==> config.mk <==
export PLATFORM = sky130hd
export DESIGN_NAME = alu_multicycle_exec
export DESIGN_NICKNAME = d
export VERILOG_FILES = /design/src/rtl/alu_multicycle_exec.sv
export SDC_FILE = /design/constraint.sdc
export NUM_CORES = 1
export LEC_CHECK = 0
export BUFFER_PORTS_ARGS = -buffer_cell sky130_fd_sc_hd__buf_2
export CELL_PAD_IN_SITES_DETAIL_PLACEMENT = 0
export CELL_PAD_IN_SITES_GLOBAL_PLACEMENT = 2
export CORE_MARGIN = 4
export CORE_UTILIZATION = 31
export CTS_CLUSTER_DIAMETER = 30
export DETAILED_ROUTE_END_ITERATION = 16
export PLACE_DENSITY_LB_ADDON = 0.12
export SLEW_MARGIN = 20
export SYNTH_ARGS = -nofsm -noshare
export SYNTH_HDL_FRONTEND = slang
export SYNTH_SLANG_ARGS = --single-unit
==> constraint.sdc <==
create_clock -name clk -period 1.8 [get_ports clk]
set_input_delay 0.27 -clock clk [delete_from_list [all_inputs] [get_ports clk]]
set_output_delay 0.27 -clock clk [all_outputs]
set_load 0.02 [all_outputs]
==> src/rtl/alu_multicycle_exec.sv <==
// alu_multicycle_exec: execute-stage ALU, single-cycle logic/add/compare, serial one-bit-per-cycle shifts
module alu_multicycle_exec #(
  parameter int DATA_WIDTH    = 32,
  parameter int OPCODE_LENGTH = 4
) (
  input  logic                     clk,
  input  logic                     reset_n,
  input  logic                     start,
  input  logic                     flush,
  input  logic [OPCODE_LENGTH-1:0] Operation,
  input  logic [DATA_WIDTH-1:0]    SrcA,
  input  logic [DATA_WIDTH-1:0]    SrcB,
  output logic [DATA_WIDTH-1:0]    ALUResult,
  output logic                     done,
  output logic                     busy
);
  localparam int SW = $clog2(DATA_WIDTH);
  typedef enum logic {IDLE, SHIFT} state_t;
  state_t state, state_nx;
  logic [DATA_WIDTH-1:0] sreg, sreg_nx, res_nx, comb_res, step;
  logic [SW-1:0] cnt, cnt_nx, shamt;
  logic [1:0] kind, kind_nx;
  logic done_nx, is_shift;
  assign shamt    = SrcB[SW-1:0];
  assign is_shift = Operation == 4'b0100 || Operation == 4'b0101 || Operation == 4'b0111;
  assign busy     = state == SHIFT;
  // kind is Operation[1:0]: 00 SLL, 01 SRL, 11 SRA (bit 1 selects sign fill)
  assign step = kind == 2'b00 ? {sreg[DATA_WIDTH-2:0], 1'b0}
                              : {kind[1] & sreg[DATA_WIDTH-1], sreg[DATA_WIDTH-1:1]};
  always_comb begin
    comb_res = '0;
    case (Operation)
      4'b0000: comb_res = SrcA & SrcB;
      4'b0001: comb_res = SrcA | SrcB;
      4'b0010: comb_res = SrcA + SrcB;
      4'b0110: comb_res = SrcA ^ SrcB;
      4'b0100, 4'b0101, 4'b0111: comb_res = SrcA;
      4'b1100, 4'b1010: comb_res = DATA_WIDTH'($signed(SrcA) < $signed(SrcB));
      4'b1011: comb_res = DATA_WIDTH'($signed(SrcA) >= $signed(SrcB));
      4'b1000: comb_res = DATA_WIDTH'(SrcA == SrcB);
      4'b1001: comb_res = DATA_WIDTH'(SrcA != SrcB);
      default: comb_res = '0;
    endcase
  end
  always_comb begin
    state_nx = state;
    sreg_nx  = sreg;
    cnt_nx   = cnt;
    kind_nx  = kind;
    res_nx   = ALUResult;
    done_nx  = 1'b0;
    if (flush) begin
      state_nx = IDLE;
    end else if (state == IDLE) begin
      if (start && is_shift && shamt != '0) begin
        state_nx = SHIFT;
        sreg_nx  = SrcA;
        cnt_nx   = shamt;
        kind_nx  = Operation[1:0];
      end else if (start) begin
        res_nx  = comb_res;
        done_nx = 1'b1;
      end
    end else begin
      sreg_nx = step;
      cnt_nx  = cnt - 1'b1;
      if (cnt == SW'(1)) begin
        res_nx   = step;
        done_nx  = 1'b1;
        state_nx = IDLE;
      end
    end
  end
  always_ff @(posedge clk or negedge reset_n) begin
    if (!reset_n) begin
      state     <= IDLE;
      sreg      <= '0;
      cnt       <= '0;
      kind      <= '0;
      ALUResult <= '0;
      done      <= 1'b0;
    end else begin
      state     <= state_nx;
      sreg      <= sreg_nx;
      cnt       <= cnt_nx;
      kind      <= kind_nx;
      ALUResult <= res_nx;
      done      <= done_nx;
    end
  end
endmodule

==> results of run 1 <==
[worst max-delay path, cell delays in order]
cell     delay [ps]
buf_6           100
inv_4            50
ha_4            190
or4_4           560
or4_4           570
nor2b_4         150
a41oi_2         200
mux2i_1         280
nor2_1           70
a21oi_1         110
a21oi_1          70
[placed cells by master, fill, tap and decap left out, types with 8 or more instances in the layout]
master	instances
buf_4	254
nand2_1	99
a21oi_1	96
o21ai_0	95
buf_2	79
dfrtp_1	73
nor2_1	68
ha_1	65
inv_1	45
ha_4	31
buf_6	30
inv_2	23
xnor2_1	22
o21ai_1	19
a22oi_1	19
a21oi_2	18
nor3_1	14
a221oi_1	14
nand3_1	13
buf_12	13
mux2i_1	12
o211ai_1	12
inv_4	10
a31oi_1	10
clkbuf_16	9
o22ai_1	8
a21o_1	8
[cell families (layout without fill, tap and decap cells)]
kind of cell	after synthesis	after routing	synth area share, %
and+or+nand+nor	255	255	15.5
AOI/OAI and AO/OA	377	377	30.0
adders and majority gates	99	99	16.7
DFF	73	73	24.4
xor gates and xnor gates	27	27	3.16
buffers and inverters	153	486	7.81
muxes	18	18	2.51
[worst min path at each step]
stage,depth (start not counted),startpoint,slack [ps],end
floorplan,0,reset_n,-30,ALUResult[0]
global placement,1,reset_n,200,ALUResult[1]
detailed placement,1,reset_n,200,ALUResult[1]
CTS,4,SrcB[0],280,cnt[0]
global route,4,SrcB[0],300,cnt[0]
finish,4,SrcB[0],290,cnt[0]
[layout make-up]
type	instances	area (um^2)
clock buffers	11	233
clock inverters	5	128
fillers	2349	11600
inverters	87	439
multi-input cells	776	6040
flip-flops and latches	73	1830
well taps	319	399
repair buffers	383	3000
[metal layers]
metal	up-vias	track usage [%]	wire length, um
met5	-	0	0
met4	0	4.31	448
met3	28	3.15	1330
met2	197	37.9	14500
met1	4062	32.2	14400
li1	4207	-	-
[power by group]
| part | internal [uW] | switching [uW] |
|---|---|---|
| Clock | 1500 | 794 |
| Sequential | 2030 | 278 |
| Combinational | 1700 | 2040 |
| Total | 5230 | 3110 |
[flip-flops by register name, summed over array words and instances (netlist names)]
signal / flops
kind: 2
done: 1
sreg: 32
cnt: 5
ALUResult: 32
busy: 1
[timing repair]
item,in CTS,in global routing
endpoints found under the setup margin,25,28
hold endpoints to repair,19,0
gates resized for setup,110,71
pin swaps,65,69
buffers inserted,13,14
hold buffers,1,0
[metrics by stage]
| step | util [%] | std cells | setup slack, ps | TNS (ps) |
|---|---|---|---|---|
| 6_report | 51.1 | 1654 | -589 | -5180 |
| 5_1_grt | 51.1 | 1654 | -680 | -7430 |
| 4_1_cts | 49.6 | 1643 | -581 | -5550 |
| 3_5_place_dp | 45.7 | 1615 | -1140 | -25200 |
| 3_3_place_gp | 45.7 | 1615 | -1060 | -23670 |
| 2_1_floorplan | - | 1002 | -794 | -4640 |
==> reports/results.tsv, run 1 <==
stage	metric	value	unit
clock_tree	CTS Root Buffer Type	clkbuf_16	
power_and_ir_drop	Worst VDD drop	0.000534	V
route	post-route ant nets	0	
worst_setup_path	RR Endpoint	ALUResult[14]	
clock_tree	H-tree depth	3	
synth	most common cell in the netlist	o21ai_0	
place	gp weighted congestion	0.862	
route	First DRT Iteration DRCs	464	
timing	slew margin rel.	66.2	%
final_layout	post-route cell area	12100	um^2
timing	Fmax	419	MHz
synth	number of flops mapped to enable cells by yosys	0	
route	drt drc	0	
synth	syn avg cell area	7.47	um^2
floorplan	core area	23600	um^2
place	DPL Wire Length	23600	um
route	Routed WL	30600	um
route	drt first pass iters	5	
outcome	failing checks	setup timing	
synth	Synth top area share	24.4	%
clock_tree	clk buf depth	2	
worst_hold_path	worst min-delay path class	in2reg	
synth	post-synthesis cell area	7480	um^2
floorplan	Die H	163	um
synth	Seq/Total Area, Yosys	24.4	%
final_layout	# nets final	1501	
worst_setup_path	FF-to-FF Start	cnt[1]	
timing	worst setup margin	-589	ps
floorplan	io pins	106	
global_route	initial antenna violation count	0	
global_route	first-pass GRT wire length	47900	um
synth	Netlist cell types	56	
floorplan	Row Count	56	
worst_setup_path	CP Capture Type	flip-flop	
global_route	pin count of the biggest net entering global routing	42	
worst_setup_path	Setup crit start	SrcA[23]	
route	vias after detailed routing	8494	
clock_tree	TritonCTS clock tree	done	
global_route	grt total ovfl	0	
run	MaxCap Viol Count	0	
power_and_ir_drop	Power Total	8340	uW
worst_setup_path	crit-path max FO	2	
place	number of port buffers	105	
worst_setup_path	arrival time worst endpoint	2630	ps
worst_setup_path	WP data required	2040	ps
clock_tree	worst skew pair latency	360	ps
synth	synth cell count leaders	o21ai_0, a21oi_1, nand2_1	
synth	synth top area cells	dfrtp_1, ha_1, o21ai_0, a21oi_1, nand2_1	
route	via density per instance	5.14	
timing	final setup vio count	24	
timing	RSZ-0062 raised after global routing	yes	
clock_tree	CTS Sinks	73	
power_and_ir_drop	P per Cell Area	691	nW/um^2
floorplan	Chip Width	163	um
global_route	vias in the first global route	8501	
timing	final period utilization	133	%
synth	YS warnings	0	
synth	flops & latches, synth	73	
place	Placed Area	10800	um^2
timing	slew of the pin with the lowest slew margin	507	ps
floorplan	total die area	26700	um^2
worst_setup_path	Worst R2R Path Depth	8	
synth	ys async rst share	100	%
final_layout	Area Overhead vs Synth	61.2	%
timing	min Tclk post-route	2390	ps
timing	worst slack on hold paths	288	ps
route	Routed WL per cell	18.5	um
synth	Most used DFF post-synth	dfrtp_1	
power_and_ir_drop	Leakage	0.00551	uW
synth	Mapped Cells	1002	
timing	endpoints failing hold	0	
final_layout	layout cell share with drive strength beyond 1	42.2	%
synth	cell accounting for the most synthesized area	dfrtp_1	
worst_setup_path	CP Capture Point	ALUResult[0]	
final_layout	diode count	0	
clock_tree	Clk pin slew, worst setup/hold paths	70	ps
synth	syn_nets	1173	
floorplan	initial cell density of the core	31.7	%
outcome	status	finished, violations left	
worst_setup_path	Setup CP Type	in2reg	
worst_setup_path	FF-to-FF setup slack	-70	ps
worst_setup_path	Worst setup SP type	input port	
timing	clock skew	6.91	ps
timing	Slew Viols, Final	0	
global_route	GRT Util Overall	22.9	%
clock_tree	cts bufs inserted	9	
Power figures use the tool's default switching activity.
==> inputs of run 2 (changes only) <==
--- a/config.mk
+++ b/config.mk
@@ -9,7 +9,7 @@
 export CELL_PAD_IN_SITES_DETAIL_PLACEMENT = 0
 export CELL_PAD_IN_SITES_GLOBAL_PLACEMENT = 2
 export CORE_MARGIN = 4
-export CORE_UTILIZATION = 31
+export CORE_UTILIZATION = 30
 export CTS_CLUSTER_DIAMETER = 30
 export DETAILED_ROUTE_END_ITERATION = 16
 export PLACE_DENSITY_LB_ADDON = 0.12
==> reports/results.tsv, run 2 (synthesized netlist as in run 1, its figures left out) <==
stage	metric	value	unit	change
outcome	status	finished, violations left		
outcome	failing checks	setup timing		
worst_setup_path	crit-path max FO	3		+1
clock_tree	worst skew pair latency	350	ps	about the same
timing	min Tclk post-route	2400	ps	+8.62 ps
route	drt first pass iters	5		unchanged
timing	setup TNS	-5780	ps	-606 ps
final_layout	Util after Layout	50.6	%	-0.43 points
floorplan	Chip Width	166	um	+1.6%
clock_tree	clk buf depth	2		unchanged
global_route	vias in the first global route	8647		+1.7%
worst_setup_path	Slowest cell on crit path	or4_4		
clock_tree	CTS Root Buffer Type	clkbuf_16		
global_route	GRT Util Overall	22.0	%	-0.93 points
final_layout	top flop regs	ALUResult: 32 flops, sreg: 32 flops, cnt: 5 flops		
floorplan	io pins	106		unchanged
worst_setup_path	arrival time worst endpoint	2620	ps	about the same
worst_setup_path	Worst R2R Path Depth	7		-1
route	Routed WL	30800	um	+0.50%
timing	slew of the pin with the lowest slew margin	528	ps	+21.0 ps
timing	Fmax	417	MHz	-0.36%
worst_setup_path	WP data required	2020	ps	-20 ps
worst_setup_path	critical-path cell list	buf_2 > inv_1 > ha_4 > or4_4 > or4_4 > nor2b_4 > a41oi_2 > mux2i_1 > nor2_1 > a21oi_1 > a21oi_1		
clock_tree	TritonCTS clock tree	done		
timing	clock skew	11.7	ps	+4.77 ps
floorplan	Die H	166	um	+1.6%
global_route	grt total ovfl	0		unchanged
route	First DRT Iteration DRCs	556		+20%
worst_hold_path	worst min-delay path class	in2reg		
floorplan	total die area	27500	um^2	+3.2%
route	vias after detailed routing	8537		+0.51%
final_layout	# nets final	1516		+1.0%
floorplan	core area	24400	um^2	+3.3%
place	DPL Wire Length	23800	um	+0.82%
final_layout	most common cell after layout, fill and taps aside	buf_4		
final_layout	Area Overhead vs Synth	65.1	%	
place	gp weighted congestion	0.895		+3.8%
floorplan	Row Count	57		+1.8%
power_and_ir_drop	Leakage	0.00563	uW	+2.1%
timing	final setup vio count	23		-4.2%
worst_setup_path	Worst setup SP type	input port		
floorplan	initial cell density of the core	30.7	%	-1.0 points
timing	worst setup margin	-598	ps	-8.62 ps
final_layout	commonest non-fill, non-tap cells in the layout	buf_4, nand2_1, a21oi_1, o21ai_0, dfrtp_1		
global_route	initial antenna violation count	0		unchanged
final_layout	diode count	0		unchanged
route	via density per instance	5.10		-0.69%
route	Routed WL per cell	18.4	um	-0.70%
worst_setup_path	FF-to-FF setup slack	-40	ps	+30 ps
final_layout	layout filler cell count	2418		+2.9%
power_and_ir_drop	Worst VDD drop	0.000452	V	-15%
worst_setup_path	critical path's largest stage delay	540	ps	-30 ps
timing	Slew Viols, Final	0		unchanged
power_and_ir_drop	P per Cell Area	679	nW/um^2	-1.8%
power_and_ir_drop	Power Total	8390	uW	+0.62%
clock_tree	Clk pin slew, worst setup/hold paths	70	ps	about the same
global_route	first-pass GRT wire length	48900	um	+1.9%
final_layout	layout cell share with drive strength beyond 1	43.8	%	+1.6 points
timing	endpoints failing hold	0		unchanged
clock_tree	CTS Sinks	73		unchanged
timing	slew margin rel.	64.8	%	-1.4 points
place	worst slack, placed	-1120	ps	+26.1 ps
worst_setup_path	CP Capture Type	flip-flop		
timing	RSZ-0062 raised after global routing	yes		
worst_setup_path	Setup CP Type	in2reg		
timing	worst slack on hold paths	305	ps	+17.0 ps
route	post-route ant nets	0		unchanged
route	drt drc	0		unchanged
run	MaxCap Viol Count	0		unchanged
timing	final period utilization	133	%	+0.48 points
worst_hold_path	Hold Path Cell Cnt	4		unchanged
place	number of port buffers	105		unchanged
clock_tree	H-tree depth	3		unchanged
global_route	pin count of the biggest net entering global routing	74		+76%
clock_tree	cts bufs inserted	9		unchanged
-- run 2: cell count changes in the layout (fill, tap and decap cells not counted), sizes merged --
cell,delta
buf,+15
clkbuf,-2
clkinv,+2
bufinv,-1
inv,+1
-- run 2: worst paths after layout --
| path | start | to |
|---|---|---|
| setup / recovery | SrcB[27] | ALUResult[0] |
| hold / removal | SrcB[0] | cnt[0] |
| setup reg to reg | cnt[1] | ALUResult[31] |
| hold reg to reg | ALUResult[4] | ALUResult[4] |
| max in group asynchronous | reset_n | ALUResult[9] |
| min in group asynchronous | reset_n | ALUResult[4] |
-- run 2: layout make-up --
| type | count | area (um^2) | area share [%] |
|---|---|---|---|
| timing repair buffer | 398 | 3200 | 25.9 |
| inverter | 87 | 454 | 3.68 |
| tap | 324 | 405 | 3.28 |
| sequential | 73 | 1830 | 14.8 |
| clock inverter | 7 | 126 | 1.02 |
| clock buffer | 9 | 225 | 1.82 |
| multi-input combinational | 776 | 6110 | 49.5 |
-- run 2: power breakdown --
part,switching [uW],internal [uW]
Clock,844,1370
Sequential,298,2030
Combinational,2080,1760
-- run 2: critical path, delay by kind of cell --
family	cells	cell delay (ps)
AO/OA/AOI/OAI	3	420
AND/OR/NAND/NOR	4	1240
adder cells (fa/ha/maj)	1	220
multiplexers	1	260
buffers and inverters	2	190
-- run 2: layer usage --
metal  track usage, %  up-vias  wire length (um)
met5                0        -                 0
met1             31.3     4051             14900
met3             2.71       35              1190
met4             5.20        0               546
met2             35.7      193             14100
li1                 -     4258                 -
-- run 2: repair_timing --
action                                 in CTS  in global routing
setup endpoints to repair                  26                 28
setup buffers                              20                 14
endpoints found under the hold margin      73                  0
hold buffers                                1                  0
pin swaps                                  69                 73
gates resized for setup                   140                 89
-- run 2: per-stage QoR --
stage | area [um^2] | std cells
after floorplan | 8180 | 1002
after global placement | 10800 | 1627
after detailed placement | 10800 | 1627
after CTS | 11900 | 1663
after global routing | 12400 | 1674
final | 12400 | 1674
